**src/rtl/cardinal_nic_pkg.sv**
```systemverilog
// Shared constants and helpers for the cardinal NIC: register map, packet fields, status layout.
package cardinal_nic_pkg;

  localparam int unsigned NIC_DATA_WIDTH = 64;

  // CPU register map
  localparam logic [0:1] NIC_ADDR_IN_BUF   = 2'b00;
  localparam logic [0:1] NIC_ADDR_IN_STAT  = 2'b01;
  localparam logic [0:1] NIC_ADDR_OUT_BUF  = 2'b10;
  localparam logic [0:1] NIC_ADDR_OUT_STAT = 2'b11;

  // Bit 0 is the MSB throughout (big-endian bit order)
  localparam int unsigned VC_BIT          = 0;
  localparam int unsigned STATUS_FULL_BIT = 63;

  // Packet field positions
  localparam int unsigned DIR_LO     = 1;
  localparam int unsigned DIR_HI     = 2;
  localparam int unsigned HOP_LO     = 8;
  localparam int unsigned HOP_HI     = 15;
  localparam int unsigned SRC_LO     = 16;
  localparam int unsigned SRC_HI     = 31;
  localparam int unsigned PAYLOAD_LO = 32;
  localparam int unsigned PAYLOAD_HI = 63;

  // Status word: all zeros except the full flag in bit STATUS_FULL_BIT
  function automatic logic [0:NIC_DATA_WIDTH-1] status_word(input logic full);
    logic [0:NIC_DATA_WIDTH-1] w;
    w = '0;
    w[STATUS_FULL_BIT] = full;
    return w;
  endfunction

endpackage

```
**src/rtl/nic_channel_buf.sv**
```systemverilog
// Single-entry packet buffer with a full flag. A load only lands when empty; load beats clear.
module nic_channel_buf #(
  parameter int unsigned DATA_WIDTH = 64
) (
  input  logic                  clk,
  input  logic                  reset,
  input  logic                  load,
  input  logic                  clear,
  input  logic [0:DATA_WIDTH-1] d,
  output logic [0:DATA_WIDTH-1] q,
  output logic                  full
);

  // Buffer contents and occupancy, synchronous active-low reset
  always_ff @(posedge clk) begin
    if (!reset) begin
      q    <= '0;
      full <= 1'b0;
    end else if (load && !full) begin
      q    <= d;
      full <= 1'b1;
    end else if (clear) begin
      full <= 1'b0;
    end
  end

endmodule

```
**src/rtl/cardinal_nic.sv**
```systemverilog
// Cardinal NIC: memory-mapped bridge between a CPU data port and the local mesh router.
module cardinal_nic
  import cardinal_nic_pkg::*;
#(
  parameter int unsigned DATA_WIDTH = 64,
  parameter int unsigned ADDR_WIDTH = 2
) (
  input  logic                  clk,
  input  logic                  reset,
  input  logic [0:ADDR_WIDTH-1] addr,
  input  logic [0:DATA_WIDTH-1] d_in,
  output logic [0:DATA_WIDTH-1] d_out,
  input  logic                  nicEn,
  input  logic                  nicWrEn,
  input  logic                  net_si,
  output logic                  net_ri,
  input  logic [0:DATA_WIDTH-1] net_di,
  output logic                  net_so,
  input  logic                  net_ro,
  output logic [0:DATA_WIDTH-1] net_do,
  input  logic                  net_polarity
);

  logic [0:DATA_WIDTH-1] in_buf;
  logic [0:DATA_WIDTH-1] out_buf;
  logic                  in_full;
  logic                  out_full;
  logic                  cpu_rd;
  logic                  cpu_wr;
  logic                  in_load;
  logic                  in_clear;
  logic                  out_load;

  assign cpu_rd = nicEn && !nicWrEn;
  assign cpu_wr = nicEn && nicWrEn;

  // A read of in_buf frees the slot; an arrival into an empty slot takes priority inside the buffer
  assign in_load  = net_si;
  assign in_clear = cpu_rd && (addr == NIC_ADDR_IN_BUF);
  // Writes while full are dropped inside the buffer, including the injection cycle
  assign out_load = cpu_wr && (addr == NIC_ADDR_OUT_BUF);

  assign net_ri = ~in_full;
  assign net_so = out_full && net_ro && (out_buf[VC_BIT] == net_polarity);
  assign net_do = out_buf;

  nic_channel_buf #(
    .DATA_WIDTH(DATA_WIDTH)
  ) u_in_buf (
    .clk  (clk),
    .reset(reset),
    .load (in_load),
    .clear(in_clear),
    .d    (net_di),
    .q    (in_buf),
    .full (in_full)
  );

  nic_channel_buf #(
    .DATA_WIDTH(DATA_WIDTH)
  ) u_out_buf (
    .clk  (clk),
    .reset(reset),
    .load (out_load),
    .clear(net_so),
    .d    (d_in),
    .q    (out_buf),
    .full (out_full)
  );

  // Registered CPU read data; holds when no read is issued
  always_ff @(posedge clk) begin
    if (!reset) begin
      d_out <= '0;
    end else if (cpu_rd) begin
      case (addr)
        NIC_ADDR_IN_BUF:   d_out <= in_buf;
        NIC_ADDR_IN_STAT:  d_out <= DATA_WIDTH'(status_word(in_full));
        NIC_ADDR_OUT_STAT: d_out <= DATA_WIDTH'(status_word(out_full));
        default:           d_out <= '0;
      endcase
    end
  end

endmodule
```
**config.mk**
```make
export PLATFORM = sky130hd
export DESIGN_NAME = cardinal_nic
export DESIGN_NICKNAME = d
export VERILOG_FILES = /design/src/rtl/cardinal_nic_pkg.sv /design/src/rtl/nic_channel_buf.sv /design/src/rtl/cardinal_nic.sv
export SDC_FILE = /design/constraint.sdc
export NUM_CORES = 1
export LEC_CHECK = 0
export ABC_AREA = 1
export BUFFER_PORTS_ARGS = -buffer_cell sky130_fd_sc_hd__buf_2
export CORE_ASPECT_RATIO = 0.5
export CORE_MARGIN = 10
export CORE_UTILIZATION = 35
export DETAILED_ROUTE_END_ITERATION = 10
export PLACE_DENSITY_LB_ADDON = 0.1
export SLEW_MARGIN = 20
export SYNTH_ARGS = -nofsm -noshare
export SYNTH_HDL_FRONTEND = slang
export SYNTH_SLANG_ARGS = --single-unit
```
**constraint.sdc**
```tcl
create_clock -name clk -period 1.5 [get_ports clk]
set_input_delay 0.15 -clock clk [delete_from_list [all_inputs] [get_ports clk]]
set_output_delay 0.15 -clock clk [all_outputs]
set_load 0.03 [all_outputs]
```
==> qor.yml, run 1 <==
async_flop_share_pct: 0
die_w_microns: 217
synth_most_common_cell: "nor2_1"
wl_met3_microns: 1560
drtIter0Drc: 321
gp_congestion: 0.735
drtAntennaViolNets: 0
syn-cell-area_sq_um: 6810
seq_area_frac_synth_pct: 57.0
yosysWarningCount: 0
synth_nets: 1003
crit_path_frequent_cell: "inv_1"
first_global_vias: 6792
route.met2.wl_microns: 11500
ios: 267
min_period_ps: 1380
drtPass1Iterations: 4
top_layer_used: "met4"
grt_max_degree: 81
fin_cells: 1499
outcome: "complete, no violations"
drcViolationCount: 0
overflow: 0
place_hpwl_microns: 15200
cp.required_ps: 1350
drive_gt1_share_pct: 26.7
io_buffers: 266
grt_pass1_wl_microns: 36400
rsz0062_at_grt: "false"
ir_worst_vdd_v: 0.000850
cts_root_buffer: "clkbuf_16"
reg2reg_slack_ps: 220
vias: 6687
hold_path.class: "in2reg"
area_growth_pct: 48.2
setup.worst_path.end_class: "primary output"
p_leak_nw: 4.51
synth_area_leader_cell: "dfxtp_1"
hold_violations: 0
htreeDepth: 4
wl_per_cell_microns: 15.2
start_kind: "register"
cts_buffers: 17
cp_slowest_cell: "dfxtp_1"
cts_tree: "yes"
clk_pin_slew_ps: 70
crit_path_max_incr_delay_ps: 370
placed_cell_area_sq_um: 8340
synth_top_area_share_pct: 57.0
start_util_pct: 36.3
die_y_microns: 119
fin_ws_ps: 116
synth_edf_count: 0
tns_ps: 0
ctsLongestPathBuffers: 2
drv_slew: 0
die_area_sq_um: 25800
setup_viol: 0
antenna_found_initial: 2
cp_max_fo: 4
coreArea_sq_um: 18700
rows: 35
ys_types: 20
dp.cells: 1349
design_area_sq_um: 10100
synth_area_per_cell_sq_um: 7.87
fmax_ghz: 0.722
arrival_ps: 1230
wl_met1_microns: 9560
synth-main-ff-cell: "dfxtp_1"
fin_nets: 1362
cts_num_sinks: 194
track_usage_pct: 17.2
worstSetupPathType: "reg2out"
slew_headroom_pct: 75.3
synthCells: 866
clock_latency_ps: 420
fin_skew_ps: 9.60
period_share_pct: 92.3
p_per_area_nw_per_um2: 1130
synthTopCellsByCount: "nor2_1, dfxtp_1, nand2_1"
worst_pin_slew_ps: 370
fin_total_pwr_mw: 11.4
routed_wl_microns: 22800
max_cap_violations: 0
synth_area_leaders: "dfxtp_1, nor2_1, o21ai_0"
crit_chain: "nand2_1 -> inv_1 -> nand3_1 -> inv_1 -> buf_2"
dp_slack_ps: 224
vias_per_cell: 4.46
ys_ff_latch: 194
-- logic make-up (layout without fill, tap and decap cells) --
group                  after synthesis  count (layout)  share of synthesized area [%]
AOI/OAI and AO/OA                  193             193                           14.5
buffers and inverters               73             445                           5.88
DFF                                194             194                           57.0
other                                0               2                              0
and+or+nand+nor                    406             406                           22.7
-- routing by layer --
layer	GRT usage, %	vias to the layer above
met4	3.99	0
met3	6.01	13
met5	0	-
li1	-	3467
met2	30.0	146
met1	19.8	3061
-- per-stage QoR --
stage                     util [%]  hold slack (ps)
final                         53.9             15.2
after global routing          53.9             14.9
after CTS                     53.8             3.45
after detailed placement      44.5              393
after global placement        44.5              383
after floorplan                  -              297
-- sequential cells by signal, summed over array words and instances, names as in the netlist --
register,cells
d_out,64
u_out_buf.full,1
u_in_buf.full,1
u_in_buf.q,64
u_out_buf.q,64
-- cell usage in the layout, fill, tap and decap left out, types with 2 or more instances in the layout --
cell,count
clkinv_2,2
dfxtp_1,193
o21ai_0,106
clkbuf_8,2
buf_4,11
buf_12,7
buf_2,265
nand3_1,3
dlygate4sd3_1,116
clkbuf_16,17
inv_1,8
nand2_2,3
inv_2,5
nand2_1,137
a21oi_2,5
nor2_1,261
bufinv_16,2
o21ai_1,22
clkbuf_1,2
diode_2,2
a21oi_1,60
clkinvlp_4,3
inv_6,3
-- repair_timing --
| item | in CTS | in global routing |
|---|---|---|
| setup buffers | 0 | 0 |
| hold buffers | 116 | 0 |
| hold endpoints to repair | 116 | 0 |
| gates resized for setup | 0 | 1 |
| setup endpoints to repair | 0 | 1 |
-- final timing paths --
kind	depth (start not counted)	from	end
worst max-delay path	5	u_out_buf.full	net_so
worst min-delay path	3	net_di[53]	u_in_buf.q[53]
worst max register to register	5	u_out_buf.full	u_out_buf.q[34]
worst min register to register	2	u_in_buf.q[17]	d_out[17]
-- layout make-up --
class	instances	area, sq um
Antenna cell	2	5.00
Fill cell	1922	8650
Multi-Input combinational cell	599	2530
Inverter	14	55.1
Timing Repair Buffer	399	2710
Tap cell	259	324
Clock inverter	11	128
Sequential cell	194	3880
Clock buffer	21	460
-- critical path: cells and delay by family (launching register included) --
kind | cells | cell delay [ps]
and+or+nand+nor | 2 | 140
buffers and inverters | 3 | 320
DFF | 1 | 370
-- power by group --
part	internal [mW]	leakage, nW	switching (mW)
clock	2.57	0.280	1.99
combinational	0.596	2.64	0.744
sequential	5.38	1.58	0.107
total	8.54	4.51	2.84
Note: power is estimated with default switching activity, not from simulation.
==> inputs of run 2 (changes only) <==
REMOVE_ABC_BUFFERS = 1   (was default)
==> run 2 against run 1 <==
- clock-buffer cell count shrank 3
- combinational power about the same
- cell area is 0.11% higher
- via count rose by 1.0%
- sequential power hardly changed
- sequential share of layout area fell by 0.055 points
- clock power barely moved
- hold slack got worse by 1.5 ps
- cell count shrank 0.13%
- largest power group unchanged
- total power about the same
- die area is the same
- maximum frequency about the same
==> qor.yml, run 2 (synthesized netlist as in run 1, its figures left out) <==
io_buffers: 266
period_share_pct: 92.2
final_cell_mix: "buf_2, nor2_1, dfxtp_1"
min_period_ps: 1380
antenna_found_initial: 1
hold_path.class: "in2reg"
drive_gt1_share_pct: 26.5
hold_violations: 0
place_hpwl_microns: 15000
reg2reg_slack_ps: 240
gp_congestion: 0.751
die_w_microns: 217
grt_pass1_wl_microns: 35900
track_usage_pct: 16.9
coreArea_sq_um: 18700
fmax_ghz: 0.723
reg2reg_to: "u_out_buf.q[15]"
crit_chain: "nand2_1 -> inv_1 -> nand3_1 -> inv_1 -> clkbuf_4"
htreeDepth: 4
crit_cells: 5
dp.cells: 1347
min-delay-start: "net_di[53]"
crit_family: "flip-flops"
max_cap_violations: 0
clk_pin_slew_ps: 70
crit_path_frequent_cell: "inv_1"
fin_nets: 1361
drtIter0Drc: 263
cts_buffers: 17
cp_slowest_cell: "dfxtp_1"
final_common_cell: "buf_2"
crit_path_max_incr_delay_ps: 370
cts_num_sinks: 194
setup_viol: 0
ios: 267
hold_path_depth: 3
drtAntennaViolNets: 0
vias_per_cell: 4.51
timing.hold.ws_ps: 13.7
arrival_ps: 1230
first_global_vias: 6839
ctsLongestPathBuffers: 2
overflow: 0
cp.required_ps: 1350
p_per_area_nw_per_um2: 1130
slew_headroom_pct: 73.9
cts_tree: "yes"
r2r-start: "u_out_buf.full"
ir_worst_vdd_v: 0.000827
outcome: "complete, no violations"
start_kind: "register"
fin_skew_ps: 10.1
routed_wl_microns: 22500
critPathBufInv: 3
worstRegToRegCells: 5
drv_slew: 0
wl_per_cell_microns: 15.0
rsz0062_at_grt: "false"
final_util_pct: 53.9
worstSetupPathType: "reg2out"
worst_pin_slew_ps: 391
die_y_microns: 119
drtPass1Iterations: 4
die_area_sq_um: 25800
vias: 6755
fin_cells: 1497
area_growth_pct: 48.4
grt_max_degree: 66
cts_root_buffer: "clkbuf_16"
start_util_pct: 36.3
layout_top_registers: "d_out x64, u_in_buf.q x64, u_out_buf.q x64"
cp_max_fo: 4
p_leak_nw: 4.51
clock_latency_ps: 420
setup.worst_path.end_class: "primary output"
hold_end: "u_in_buf.q[53]"
cts_setup_buffers: 0
rows: 35
drcViolationCount: 0
-- run 2: cell count changes in the layout (fill, tap and decap cells not counted), moves of 2 or more --
cell	delta
buf_4	-4
buf_12	+2
clkbuf_8	-2
inv_6	+2
-- run 2: timing repair --
item,4_1_cts,5_1_grt
hold buffers,117,0
endpoints found under the hold margin,117,0
setup endpoints to repair,0,1
resized for setup,0,1
-- run 2: how the worst max path moves through the flow --
stage,start,slack (ps),end
global placement,u_out_buf.full,310,u_out_buf.q[50]
global route,u_out_buf.q[0],6,net_so
detailed placement,u_out_buf.full,270,u_out_buf.q[58]
CTS,u_out_buf.q[0],70,net_so
floorplan,u_out_buf.full,-530,u_out_buf.q[0]
finish,u_out_buf.full,120,net_so
-- run 2: tightest hold or removal path: cells and delay by family --
| kind | cells | cell delay (ps) |
|---|---|---|
| AO/OA/AOI/OAI | 1 | 70 |
| AND/OR/NAND/NOR | 1 | 90 |
| buffers and inverters | 1 | 80 |
-- run 2: cell type report --
class / instances / area [sq um]
Clock inverter: 14 / 151
Fill cell: 1850 / 8640
Antenna cell: 1 / 2.50
Clock buffer: 18 / 429
Multi-Input combinational cell: 599 / 2530
Sequential cell: 194 / 3880
Timing Repair Buffer: 398 / 2730
Tap cell: 259 / 324
Inverter: 14 / 55.1
-- run 2: power breakdown --
group          leakage [nW]  switching, mW  internal, mW  total [mW]
logic                  2.65          0.740         0.609        1.35
registers              1.58          0.110          5.38        5.48
clock network         0.282           2.07          2.48        4.55
-- run 2: per-stage QoR --
stage | setup slack (ps) | cell area (sq um) | TNS, ps | power, mW
floorplan | -525 | 6470 | -51840 | 6.18
global placement | 311 | 8350 | 0 | 6.71
detailed placement | 268 | 8350 | 0 | 6.72
CTS | 73.9 | 10100 | 0 | 11.5
global route | 6.32 | 10100 | 0 | 11.9
finish | 116 | 10100 | 0 | 11.4
-- run 2: per-layer routing --
metal | up-vias | share of wire [%] | track usage (%)
li1 | 3466 | - | -
met1 | 3109 | 43 | 19.0
met2 | 155 | 49 | 29.5
met3 | 25 | 6.3 | 5.40
met4 | 0 | 1.8 | 5.56
met5 | - | 0 | 0
==> inputs of run 3 (changes only) <==
clock period = 1.4 ns   (was 1.5 ns; I/O delays follow)
==> run 3 against run 2 <==
- critical path depth is the same
- die area stayed put
- via count increased by 0.71%
- clock power rose by 6.8%
- core utilization is 0.83 points higher
==> qor.yml, run 3 (synthesized netlist as in run 1, its figures left out) <==
gp_congestion: 0.755
cts_tree: "yes"
period_share_pct: 93.2
antenna_found_initial: 1
drv_slew: 0
vias: 6803
vias_per_cell: 4.51
drtPass1Iterations: 4
setup.worst_path.end_class: "primary output"
placed_cell_area_sq_um: 8400
io_buffers: 266
dp_slack_ps: 166
die_area_sq_um: 25800
fin_nets: 1373
start_util_pct: 36.3
cts_setup_buffers: 0
rows: 35
outcome: "complete, no violations"
cts_num_sinks: 194
worstSetupPathType: "reg2out"
cp_max_fo: 4
rsz0062_at_grt: "false"
area_growth_pct: 50.7
grt_max_degree: 49
slew_headroom_pct: 77.7
cts_buffers: 17
layout_top_registers: "d_out x64, u_in_buf.q x64, u_out_buf.q x64"
ctsLongestPathBuffers: 2
drcViolationCount: 0
min_period_ps: 1310
drive_gt1_share_pct: 26.6
fillCellCount: 1823
cts_root_buffer: "clkbuf_16"
htreeDepth: 4
drtIter0Drc: 328
tns_ps: 0
hold_path_depth: 3
drtAntennaViolNets: 0
clock_latency_ps: 430
arrival_ps: 1170
ir_worst_vdd_v: 0.000843
setup_viol: 0
final_cell_mix: "buf_2, nor2_1, dfxtp_1"
timing.hold.ws_ps: 20.6
clk_pin_slew_ps: 70
design_area_sq_um: 10300
overflow: 0
final_common_cell: "buf_2"
fmax_ghz: 0.766
fin_ws_ps: 94.5
worst_pin_slew_ps: 334
p_leak_nw: 4.58
wl_per_cell_microns: 14.9
grt_pass1_wl_microns: 36100
dp.cells: 1349
ios: 267
track_usage_pct: 17.1
start_kind: "register"
coreArea_sq_um: 18700
p_per_area_nw_per_um2: 1190
worstRegToRegCells: 5
fin_skew_ps: 11.7
cp.required_ps: 1260
routed_wl_microns: 22500
first_global_vias: 6828
hold_path.class: "in2reg"
max_cap_violations: 0
place_hpwl_microns: 15200
hold_violations: 0
fin_cells: 1508
die_w_microns: 217
die_y_microns: 119
run 3: cell types whose count changed in the layout (fill, tap and decap cells not counted), moves of 2 or more:
| cell | before | now |
|---|---|---|
| dfxtp_1 | 194 | 192 |
| dlygate4sd3_1 | 117 | 127 |
| buf_12 | 9 | 12 |
| clkinv_4 | 2 | 0 |
| dfxtp_2 | 0 | 2 |
run 3: timing repair:
action                                 CTS  global route
resized for setup                        1             3
hold buffers                           127             0
setup endpoints to repair                1             1
endpoints found under the hold margin  127             0
pin swaps                                0             0
run 3: final timing paths:
check        slack, ps         endpoint            from
max                 90           net_so  u_out_buf.q[0]
min                 20   u_in_buf.q[11]      net_di[11]
max reg2reg        150  u_out_buf.q[53]  u_out_buf.full
min reg2reg        450         d_out[0]   u_in_buf.q[0]
run 3: report_power, final:
part           leakage (nW)  total (mW)  switching [mW]  internal (mW)
logic                  2.71        1.49           0.801          0.687
registers              1.58        5.88           0.118           5.76
clock network         0.279        4.86            2.20           2.66
total                  4.58        12.2            3.12           9.10
run 3: area by class of cell:
class	instances	area [sq um]	share of cell area [%]
Timing Repair Buffer	410	2890	28.1
Multi-Input combinational cell	599	2530	24.6
Clock inverter	14	153	1.49
Sequential cell	194	3890	37.9
Tap cell	259	324	3.16
Antenna cell	1	2.50	0.0244
Clock buffer	17	425	4.14
Inverter	14	55.1	0.536
run 3: worst max-delay path, stage by stage, from the launching register on:
cell	delay (ps)
dfxtp_2	350
inv_1	40
nand2_1	50
nand3_1	90
inv_1	80
buf_6	130
run 3: metal layers:
metal / vias up / wire, microns / global-route usage, %
met5: - / 0 / 0
met4: 0 / 345 / 5.12
met3: 22 / 1490 / 5.30
met2: 171 / 11100 / 29.5
met1: 3126 / 9560 / 19.8
li1: 3484 / - / -
run 3: metrics by stage:
stage	utilization, %	power, mW
2_1_floorplan	-	6.62
3_3_place_gp	44.8	7.20
3_5_place_dp	44.8	7.22
4_1_cts	54.7	12.4
5_1_grt	54.8	12.8
6_report	54.8	12.2
